==> src/rtl/rv32_mem_arbiter.sv <==
// Shares one memory bus between instruction fetch (IF) and load/store (LS).
// LS has priority, but IF is forced through after a bounded LS streak.
module rv32_mem_arbiter #(
  parameter int unsigned MAX_LS_STREAK  = 4,
  parameter int unsigned TIMEOUT_CYCLES = 16
) (
  input  logic        clk_i,
  input  logic        rst_n,
  input  logic        if_req,
  input  logic [31:0] if_addr,
  output logic        if_gnt,
  output logic        if_rvalid,
  output logic [31:0] if_rdata,
  output logic        if_err,
  input  logic        ls_req,
  input  logic        ls_we,
  input  logic [1:0]  ls_size,
  input  logic [31:0] ls_addr,
  input  logic [31:0] ls_wdata,
  output logic        ls_gnt,
  output logic        ls_rvalid,
  output logic [31:0] ls_rdata,
  output logic        ls_err,
  output logic        mem_valid,
  input  logic        mem_ready,
  output logic [31:0] mem_addr,
  output logic [3:0]  mem_wstrb,
  output logic [31:0] mem_wdata,
  input  logic [31:0] mem_rdata
);

  localparam logic [3:0] StreakMax = 4'(MAX_LS_STREAK);
  localparam logic [8:0] TmoLimit  = 9'(TIMEOUT_CYCLES);
  localparam bit         TmoEn     = (TIMEOUT_CYCLES != 0);

  typedef enum logic [1:0] {StIdle, StBusIf, StBusLs} state_e;

  state_e      state_q;
  logic [3:0]  streak_q;
  logic [7:0]  tmo_q;
  logic [1:0]  off_q;
  logic        we_q;
  logic        if_gnt_q, if_rvalid_q, if_err_q;
  logic        ls_gnt_q, ls_rvalid_q, ls_err_q;
  logic [31:0] if_rdata_q, ls_rdata_q;
  logic        mem_valid_q;
  logic [31:0] mem_addr_q, mem_wdata_q;
  logic [3:0]  mem_wstrb_q;

  logic        ls_wins, ls_misal, ls_grant, if_grant, tmo_hit;
  logic [3:0]  ls_strb;
  logic [31:0] ls_wdat;

  always_comb begin
    ls_wins  = ls_req && !(if_req && (streak_q == StreakMax));
    ls_misal = 1'b0;
    ls_strb  = 4'b0000;
    ls_wdat  = ls_wdata;
    unique case (ls_size)
      2'b00: begin
        ls_strb = 4'b0001 << ls_addr[1:0];
        ls_wdat = {4{ls_wdata[7:0]}};
      end
      2'b01: begin
        ls_misal = ls_addr[0];
        ls_strb  = ls_addr[1] ? 4'b1100 : 4'b0011;
        ls_wdat  = {2{ls_wdata[15:0]}};
      end
      2'b10: begin
        ls_misal = |ls_addr[1:0];
        ls_strb  = 4'b1111;
      end
      default: ls_misal = 1'b1;
    endcase
    if (!ls_we) ls_strb = 4'b0000;
  end

  assign ls_grant = (state_q == StIdle) && ls_wins;
  assign if_grant = (state_q == StIdle) && !ls_wins && if_req;
  // Completion has priority: the limit only fires on a cycle without mem_ready.
  assign tmo_hit  = TmoEn && !mem_ready && (({1'b0, tmo_q} + 9'd1) == TmoLimit);

  always_ff @(posedge clk_i or negedge rst_n) begin
    if (!rst_n) begin
      state_q     <= StIdle;
      streak_q    <= '0;
      tmo_q       <= '0;
      off_q       <= '0;
      we_q        <= 1'b0;
      if_gnt_q    <= 1'b0;
      if_rvalid_q <= 1'b0;
      if_err_q    <= 1'b0;
      ls_gnt_q    <= 1'b0;
      ls_rvalid_q <= 1'b0;
      ls_err_q    <= 1'b0;
      if_rdata_q  <= '0;
      ls_rdata_q  <= '0;
      mem_valid_q <= 1'b0;
      mem_addr_q  <= '0;
      mem_wstrb_q <= '0;
      mem_wdata_q <= '0;
    end else begin
      if_gnt_q    <= 1'b0;
      if_rvalid_q <= 1'b0;
      if_err_q    <= 1'b0;
      ls_gnt_q    <= 1'b0;
      ls_rvalid_q <= 1'b0;
      ls_err_q    <= 1'b0;

      if (!if_req || if_grant) begin
        streak_q <= '0;
      end else if (ls_grant && (streak_q != StreakMax)) begin
        streak_q <= streak_q + 4'd1;
      end

      unique case (state_q)
        StIdle: begin
          if (ls_wins) begin
            ls_gnt_q <= 1'b1;
            off_q    <= ls_addr[1:0];
            we_q     <= ls_we;
            if (ls_misal) begin
              ls_err_q <= 1'b1;
            end else begin
              mem_valid_q <= 1'b1;
              mem_addr_q  <= {ls_addr[31:2], 2'b00};
              mem_wstrb_q <= ls_strb;
              mem_wdata_q <= ls_wdat;
              tmo_q       <= '0;
              state_q     <= StBusLs;
            end
          end else if (if_req) begin
            if_gnt_q    <= 1'b1;
            mem_valid_q <= 1'b1;
            mem_addr_q  <= {if_addr[31:2], 2'b00};
            mem_wstrb_q <= 4'b0000;
            mem_wdata_q <= '0;
            tmo_q       <= '0;
            state_q     <= StBusIf;
          end
        end
        StBusIf, StBusLs: begin
          if (mem_ready) begin
            mem_valid_q <= 1'b0;
            state_q     <= StIdle;
            if (state_q == StBusIf) begin
              if_rvalid_q <= 1'b1;
              if_rdata_q  <= mem_rdata;
            end else begin
              ls_rvalid_q <= 1'b1;
              ls_rdata_q  <= we_q ? 32'd0 : (mem_rdata >> {off_q, 3'b000});
            end
          end else if (tmo_hit) begin
            mem_valid_q <= 1'b0;
            state_q     <= StIdle;
            if (state_q == StBusIf) if_err_q <= 1'b1;
            else                    ls_err_q <= 1'b1;
          end else begin
            tmo_q <= tmo_q + 8'd1;
          end
        end
        default: state_q <= StIdle;
      endcase
    end
  end

  assign if_gnt    = if_gnt_q;
  assign if_rvalid = if_rvalid_q;
  assign if_rdata  = if_rdata_q;
  assign if_err    = if_err_q;
  assign ls_gnt    = ls_gnt_q;
  assign ls_rvalid = ls_rvalid_q;
  assign ls_rdata  = ls_rdata_q;
  assign ls_err    = ls_err_q;
  assign mem_valid = mem_valid_q;
  assign mem_addr  = mem_addr_q;
  assign mem_wstrb = mem_wstrb_q;
  assign mem_wdata = mem_wdata_q;

endmodule

==> config.mk <==
export PLATFORM = sky130hd
export DESIGN_NAME = rv32_mem_arbiter
export DESIGN_NICKNAME = d
export VERILOG_FILES = /design/src/rtl/rv32_mem_arbiter.sv
export SDC_FILE = /design/constraint.sdc
export NUM_CORES = 1
export LEC_CHECK = 0
export ABC_AREA = 0
export BUFFER_PORTS_ARGS = -buffer_cell sky130_fd_sc_hd__buf_2
export CORE_AREA = 2 2 160 100
export CTS_BUF_LIST = sky130_fd_sc_hd__clkbuf_8 sky130_fd_sc_hd__clkbuf_16
export DETAILED_ROUTE_END_ITERATION = 8
export DIE_AREA = 0 0 162 102
export GPL_TIMING_DRIVEN = 0
export PLACE_DENSITY = 0.86
export SYNTH_ARGS = -nofsm -noshare
export SYNTH_HDL_FRONTEND = slang
export SYNTH_SLANG_ARGS = --single-unit
==> constraint.sdc <==
create_clock -name clk_i -period 2.8 [get_ports clk_i]
set_clock_uncertainty 0.05 [all_clocks]
set_input_delay 0.56 -clock clk_i [delete_from_list [all_inputs] [get_ports clk_i]]
set_output_delay 0.56 -clock clk_i [all_outputs]
set_load 0.005 [all_outputs]
# After elaboration in Yosys (flattened, before gate mapping)
# Index checks and enable logic that the tools add are counted.
[classes] shifts=2 bitwise=1 n_mux=54 add_sub_neg=3 reduce_logical=26 n_eq_ne=13
[op_table] op="2-to-1 mux 32 bit" n=7
[op_table] op="one-hot mux 32 bit (2 select lines)" n=1
[op_table] op="2-to-1 mux 8 bit" n=5
[op_table] op=">> shifter 32 x 5 -> 32 bit" n=1
[op_table] op="2-to-1 mux 4 bit" n=7
[op_table] op="2-to-1 mux 1 bit" n=23
[op_table] op="one-hot mux 8 bit (2 select lines)" n=1
[op_table] op="one-hot mux 4 bit (3 select lines)" n=1
[op_table] op="AND reduction 3 bit" n=4
[op_table] op="2-to-1 mux 2 bit" n=5
[op_table] op="adder 8 x 1 -> 9 bit (second input constant)" n=1
[op_table] op="equality test 9 x 5 -> 1 bit (second input constant)" n=1
[op_table] op="!= test 3 bit (second input constant)" n=3
[op_table] op="adder 8 x 1 -> 8 bit (second input constant)" n=1
[op_table] op="logical AND 1 bit" n=7
[op_table] op="!= test 2 bit (second input constant)" n=3
[op_table] op="nonzero test 2 bit" n=3
[op_table] op="AND reduction 5 bit" n=1
[op_table] op="adder 4 x 1 -> 4 bit (second input constant)" n=1
[op_table] op="equality test 2 x 1 -> 1 bit (second input constant)" n=2
[op_table] op="equality test 2 bit (second input constant)" n=2
[op_table] op="equality test 4 x 3 -> 1 bit (second input constant)" n=1
[op_table] op="zero test 1 bit" n=4
[op_table] op="zero test 2 bit" n=2
[op_table] op="other kinds (10)" n=12
[totals] register_bits=156 inputBits=136

# Logic depth before layout (Yosys ltp)
# Gate-level depths: netlist of run 1.
[logic_depth] depth_word=9 depth_mapped=11

# Worst setup path before layout of run 1
# OpenSTA, ideal clock, no wires.
[synth_path] path_type="reg2reg" start="register streak_q[0]" end="register mem_addr_q[10] (netlist: mem_addr[10])" setup_slack_ps=847 synth_period_minus_slack_ps=1953 required_time_ps=2618 setup_time_ps=132 stages_incl_launch_ff=12 arrival_time_ps=1771 path_cell_list="dfrtp_1 inv_1 ha_1 nand4b_1 and2_1 buf_2 a21o_1 buf_6 buf_6 buf_2 nand2_1 o21ai_1"
[synth_via] elab_chain_len=6 elab_cells_between_ends=8
[synth_lines] element="start, declared" line="39" source="logic [3:0] streak_q;"
[synth_lines] element="start signal, assigned" line="113" source="streak_q <= streak_q + 4'd1;"
[synth_lines] element="equality test 4 x 3 -> 1 bit (*)" line="55" source="ls_wins = ls_req && !(if_req && (streak_q == StreakMax));"
[synth_lines] element="logical AND 1 bit (*)" line="55"
[synth_lines] element="zero test 1 bit (*)" line="55"
[synth_lines] element="logical AND 1 bit (*)" line="55"
[synth_lines] element="!= test 2 bit (no source line) / nonzero test 2 bit (equally long branches)"
[synth_lines] element="AND reduction 3 bit (no source line)"
[synth_lines] element="end signal, assigned" line="126" source="mem_addr_q <= {ls_addr[31:2], 2'b00};"
[synth_lines] element="end signal, assigned" line="135" source="mem_addr_q <= {if_addr[31:2], 2'b00};"
[synth_lines] element="end, declared" line="47" source="logic [31:0] mem_addr_q, mem_wdata_q;"
# Mark *: on every way between the ends. The rest lies on a longest branch, timed or not.
# A chain may end at the register's enable or synchronous reset.

# Worst setup path after layout of run 1
[layout_path] start="register state_q[0]" end="register ls_rdata_q[6] (netlist: ls_rdata[6])"
[layout_via] elab_chain_len=3 elab_cells_between_ends=5
[layout_lines] element="start, declared" line="38" source="state_e state_q;"
[layout_lines] element="start signal, assigned" line="85" source="state_q <= StIdle;"
[layout_lines] element="start signal, assigned" line="130" source="state_q <= StBusLs;"
[layout_lines] element="start signal, assigned" line="139" source="state_q <= StBusIf;"
[layout_lines] element="equality test 2 x 1 -> 1 bit / equality test 2 bit (equally long branches)" line="116, 146"
[layout_lines] element="OR reduction 2 bit / inverter 1 bit (equally long branches)"
[layout_lines] element="AND reduction 3 bit (no source line) (*)"
[layout_lines] element="end signal, assigned" line="151" source="ls_rdata_q <= we_q ? 32'd0 : (mem_rdata >> {off_q, 3'b000});"
[layout_lines] element="end, declared" line="45" source="logic [31:0] if_rdata_q, ls_rdata_q;"
# Marks and branches as above.

==> out/metrics.cfg, run 1 <==
[worst_setup_path]
cp-start-kind = register
worstPathArrival_ns = 2.93
critPathRequiredTime_ns = 3.11
r2r_setup_slack_ns = 0.18
rr_worst_depth = 6
crit_fanout = 10
max_stage_delay_ns = 0.61
rr_startpoint = state_q[0]
path_delay_family = simple AND/OR/NAND/NOR gates
r2r_end = ls_rdata[6]
crit_slowest_cell = clkbuf_1
crit_type = register to register
end_kind = register
worstPathCellList = inv_1 > ha_1 > nand3b_1 > nor2_1 > clkbuf_1 > a32o_1
crit_cells = 6
critical_path_buf_inv_count = 2

[sta]
finalSetupViolations = 0
report.final.slew_viol_count = 0
finalHoldViolations = 0
slew_headroom_pct = 48.22
rsz0062_at_grt = no
hold_ws_ns = 0.08937
timing.fmax_mhz = 381.6
period_needed_ns = 2.621
period_share_pct = 93.59
worstMarginPinSlew_ns = 0.7767

[worst_hold_path]
hold_class = input port to async pin

[clock_tree]
cts_resized = 0
clk_path_buf_depth = 2
cts_setup_buffers = 0
numClockSinks = 154
cts_buffers = 17
cts_hold_buf = 0
clock_latency_ns = 0.42
clk_pin_slew_worst_paths_ns = 0.07
cts-root-buf = clkbuf_16
h-tree-depth = 4
cts_tree = built

[power]
total_power_uw = 9793
powerDensity_mw_per_mm2 = 1036
peakVddDrop_mv = 0.4867
p_leak_uw = 0.004894

[global_routing]
grt_max_degree = 84
grt_pass1_wl_um = 33130
grt_usage_pct = 26.13
grt.overflow.total = 0
antenna_found_initial = 0
grt_pass1_vias = 6167

[logic_synthesis]
ys_ff_latch = 154
synth-edff-count = 0
synth_top_area_cell = dfrtp_1
syn_avg_cell_area_um2 = 10.85
seq_area_frac_synth_pct = 53.31
syn_inst = 666
synth_top_area_share_pct = 53.31
async_reset_ff_share_pct = 100.0
synth_area_leaders = dfrtp_1 53%, mux2i_1 10%, nand2_1 5.8%, mux2_2 5.3%, o31ai_1 2.9%
synth_area_mm2 = 0.007228
ys_warn_count = 0
yosysMostFrequentCell = dfrtp_1
yosys-top-cells-count = 154 x dfrtp_1, 112 x nand2_1, 75 x mux2i_1
synth_cell_types = 48
yosys_most_used_dff = dfrtp_1

[die]
initial_core_util_pct = 48.26
die_w_um = 162
row_count = 35
ios = 275
core_mm2 = 0.01498
die-area_mm2 = 0.01652
die-height_um = 102

[cells_and_area]
drive_gt1_share_pct = 37.54
nets = 1096
stdcell_area_mm2 = 0.009450
n_antenna_cell = 0
fill_cells = 1250
syn_to_final_growth_pct = 30.74
fin_cells = 1170
utilization_pct = 63.10

[placement]
hpwl_um = 16130
placed_area_mm2 = 0.008856
gp_congestion = 0.9005
dp.cells = 1138
io_buffers = 267

[drt]
first_pass_iters = 5
vias = 6439
drc = 0
first_iter_violations = 486
wl_per_cell_um = 18.40
drt-total-wl_um = 21530
vias_per_cell = 5.503
ant_nets = 0

[run]
max_cap_viol_count = 0

[status]
status = finished clean

-- metal layers --
metal | global-route usage, % | wire, um | up-vias
li1 | - | - | 2935
met2 | 40.85 | 9766 | 326
met1 | 36.57 | 9513 | 3144
met3 | 5.925 | 1821 | 34
met4 | 8.713 | 424 | 0
met5 | 0 | 0 | -
-- sequential cells by signal, indices dropped and copies added, names as in the netlist, 2 cells and up --
register   cells
ls_rdata      32
mem_wstrb      4
mem_addr      30
tmo_q          8
if_rdata      32
off_q          2
streak_q       4
state_q        2
mem_wdata     32
-- per-stage QoR --
stage          setup WS [ns]  TNS (ns)
4_1_cts               0.2771         0
5_1_grt               0.1244         0
3_3_place_gp          -1.105   -168.71
2_1_floorplan         0.8468         0
3_5_place_dp          0.3338         0
6_report              0.1794         0
-- cell usage in the layout, fill, tap and decap left out, types with 4 or more instances in the layout --
cell	Yosys	final
nor2_1	13	13
and3_1	5	5
mux2i_1	75	75
nand2_1	112	112
mux2_2	34	34
o21ai_0	24	24
a21oi_1	19	19
o21ai_1	38	38
clkbuf_1	21	21
o31ai_1	28	28
nand3_1	10	10
a211o_1	8	8
buf_6	9	10
buf_2	12	278
buf_1	4	4
dfrtp_1	154	154
inv_8	0	6
a22o_1	16	16
clkbuf_16	0	17
a32o_1	8	8
ha_1	6	6
inv_1	13	13
nand2b_1	4	4
nor2b_1	16	16
-- how the worst max path moves through the flow --
stage | endpoint | slack (ns) | from
floorplan | mem_addr[10] | 0.85 | streak_q[0]
global placement | mem_addr[13] | -1.11 | rst_n
detailed placement | ls_rdata[7] | 0.33 | state_q[0]
CTS | ls_rdata[6] | 0.28 | state_q[0]
global route | ls_rdata[6] | 0.12 | state_q[0]
finish | ls_rdata[6] | 0.18 | state_q[0]
-- final cells by class --
cell class | instances | area, um2 | share of cell area [%]
repair buffers | 268 | 1370 | 14.50
flip-flops and latches | 154 | 3854 | 40.78
clock inverters | 15 | 168.9 | 1.787
inverters | 13 | 48.80 | 0.5164
plain buffers | 49 | 277.8 | 2.939
well taps | 203 | 254.0 | 2.688
multi-input cells | 451 | 3052 | 32.29
clock buffers | 17 | 425.4 | 4.502
-- cell families (layout without fill, tap and decap cells) --
logic type,count (synthesis),in the layout,share of synthesized area [%]
adder cells (fa/ha/maj),6,6,1.039
flip-flops,154,154,53.31
AND/OR/NAND/NOR,177,177,11.11
AO/OA/AOI/OAI,157,157,14.28
multiplexers,109,109,15.68
other,1,2,0.05188
buffers and inverters,62,362,4.518
-- report_power, final --
group,leakage (uW),total [uW],internal [uW],switching (uW)
Clock,0.000292,2320,1210,1110
Sequential,0.00196,3700,3160,538
Combinational,0.00264,3770,1720,2050
-- worst reg2reg max path: stages (launching register included) --
cell and delay (ns):
dfrtp_1 0.38, inv_1 0.08, ha_1 0.33, nand3b_1 0.27
nor2_1 0.57, clkbuf_1 0.61, a32o_1 0.29
Power figures use the tool's default switching activity.
==> inputs of run 2 (changes only) <==
--- a/config.mk
+++ b/config.mk
@@ -7,10 +7,12 @@
 export LEC_CHECK = 0
 export ABC_AREA = 0
 export BUFFER_PORTS_ARGS = -buffer_cell sky130_fd_sc_hd__buf_2
-export CORE_AREA = 2 2 160 100
+export CELL_PAD_IN_SITES_DETAIL_PLACEMENT = 1
+export CELL_PAD_IN_SITES_GLOBAL_PLACEMENT = 1
+export CORE_AREA = 2 2 184 114
 export CTS_BUF_LIST = sky130_fd_sc_hd__clkbuf_8 sky130_fd_sc_hd__clkbuf_16
 export DETAILED_ROUTE_END_ITERATION = 8
-export DIE_AREA = 0 0 162 102
+export DIE_AREA = 0 0 186 116
 export GPL_TIMING_DRIVEN = 0
 export PLACE_DENSITY = 0.86
 export SYNTH_ARGS = -nofsm -noshare
==> run 2 against run 1 <==
- first-iteration DRC count down 18%
- sequential power about the same
- via count up 0.95%
- design area about the same
==> out/metrics.cfg, run 2 (synthesis results as in run 1) <==
[status]
status = finished clean

[placement]
io_buffers = 267  ; unchanged
hpwl_um = 19980  ; +24%
placed_area_mm2 = 0.008944  ; +0.99%
gp_congestion = 0.8482  ; -5.8%

[clock_tree]
cts_hold_buf = 0  ; unchanged
cts_resized = 0  ; unchanged
cts_buffers = 17  ; unchanged
clock_latency_ns = 0.43  ; about the same
cts_setup_buffers = 0  ; unchanged
h-tree-depth = 4  ; unchanged
cts_tree = built
clk_path_buf_depth = 2  ; unchanged
numClockSinks = 154  ; unchanged
cts-root-buf = clkbuf_16
clk_pin_slew_worst_paths_ns = 0.06  ; about the same

[cells_and_area]
drive_gt1_share_pct = 37.10  ; -0.44 points
final_common_cell = buf_2
final_cell_mix = 278 x buf_2, 154 x dfrtp_1, 112 x nand2_1
syn_to_final_growth_pct = 30.78  ; about the same
fill_cells = 2298  ; +84%
nets = 1096  ; unchanged
stdcell_area_mm2 = 0.009453  ; about the same
n_antenna_cell = 0  ; unchanged

[global_routing]
grt_usage_pct = 24.95  ; -1.2 points
grt_pass1_vias = 6865  ; +11%
antenna_found_initial = 0  ; unchanged
grt_pass1_wl_um = 40270  ; +22%
grt_max_degree = 94  ; +12%
grt.overflow.total = 0  ; unchanged

[drt]
wl_per_cell_um = 21.18  ; +15%
first_pass_iters = 6  ; +1
first_iter_violations = 400  ; -18%
vias = 6500  ; +0.95%
drc = 0  ; unchanged
drt-total-wl_um = 26230  ; +22%
vias_per_cell = 5.250  ; -4.6%
ant_nets = 0  ; unchanged

[sta]
finalSetupViolations = 0  ; unchanged
slew_headroom_pct = 50.60  ; +2.4 points
period_needed_ns = 2.528  ; -0.09236 ns
worstMarginPinSlew_ns = 0.7409  ; -0.03572 ns
period_share_pct = 90.29  ; -3.3 points
hold_ws_ns = 0.07041  ; -0.01897 ns
finalHoldViolations = 0  ; unchanged
report.final.slew_viol_count = 0  ; unchanged
rsz0062_at_grt = no
timing.fmax_mhz = 395.5  ; +3.7%

[worst_hold_path]
hold_class = input port to async pin

[die]
die_w_um = 186  ; +15%
die-area_mm2 = 0.02158  ; +31%
core_mm2 = 0.01977  ; +32%
ios = 275  ; unchanged
initial_core_util_pct = 36.56  ; -12 points
row_count = 40  ; +14%
die-height_um = 116  ; +14%

[worst_setup_path]
critPathRequiredTime_ns = 3.12  ; about the same
worstPathArrival_ns = 2.84  ; -0.09 ns
cp-start-kind = register
crit_fanout = 10  ; unchanged
end_kind = register
crit_type = register to register

[power]
p_leak_uw = 0.004857  ; -0.77%
peakVddDrop_mv = 0.4517  ; -7.2%
powerDensity_mw_per_mm2 = 1029  ; -0.66%
total_power_uw = 9731  ; -0.64%

[run]
max_cap_viol_count = 0  ; unchanged

## run 2: final cells by class
class	count	area [um2]	share of cell area, %
Sequential cell	154	3854	40.77
Multi-Input combinational cell	451	3052	32.28
Timing Repair Buffer	268	1370	14.49
Clock buffer	17	425.4	4.500
Tap cell	273	341.6	3.614
Buffer	49	277.8	2.938
Clock inverter	13	83.83	0.8868
Inverter	13	48.80	0.5162
## run 2: final timing paths
kind | from | end | slack (ns) | depth (start not counted)
max | state_q[1] | ls_rdata[6] | 0.27 | 6
min | rst_n | if_err | 0.07 | 1
max reg2reg | state_q[1] | ls_rdata[6] | 0.27 | 6
min reg2reg | mem_wdata[28] | mem_wdata[28] | 0.43 | 2
max in group asynchronous | rst_n | ls_rdata[27] | 1.76 | 2
min in group clk_i | mem_rdata[0] | if_rdata[0] | 0.33 | 2
## run 2: report_power, final
| group | internal, uW | switching (uW) | leakage (uW) |
|---|---|---|---|
| Sequential | 3170 | 548 | 0.00196 |
| Combinational | 1720 | 2210 | 0.00264 |
| Clock | 1110 | 965 | 0.000255 |
## run 2: stage by stage
stage	instances	util, %	setup TNS, ns	setup WS, ns
5_1_grt	1238	47.82	0	0.06250
6_report	1238	47.82	0	0.2717
3_5_place_dp	1208	45.24	0	0.3324
3_3_place_gp	1207	45.07	-188.93	-1.246
4_1_cts	1238	47.82	0	0.3235
2_1_floorplan	667	-	0	0.8468
## run 2: critical path, stage by stage (launching register included)
cell      delay [ns]
dfrtp_1         0.37
inv_1           0.09
ha_1            0.33
nand3b_1        0.26
nor2_1          0.58
clkbuf_1        0.54
a32o_1          0.26
## run 2: metal layers
metal | vias to the layer above | share of wire [%] | GRT usage, %
li1 | 2935 | - | -
met1 | 3325 | 46 | 33.78
met2 | 221 | 47 | 40.42
met3 | 19 | 6.3 | 6.474
met4 | 0 | 0.96 | 5.827
met5 | - | 0 | 0
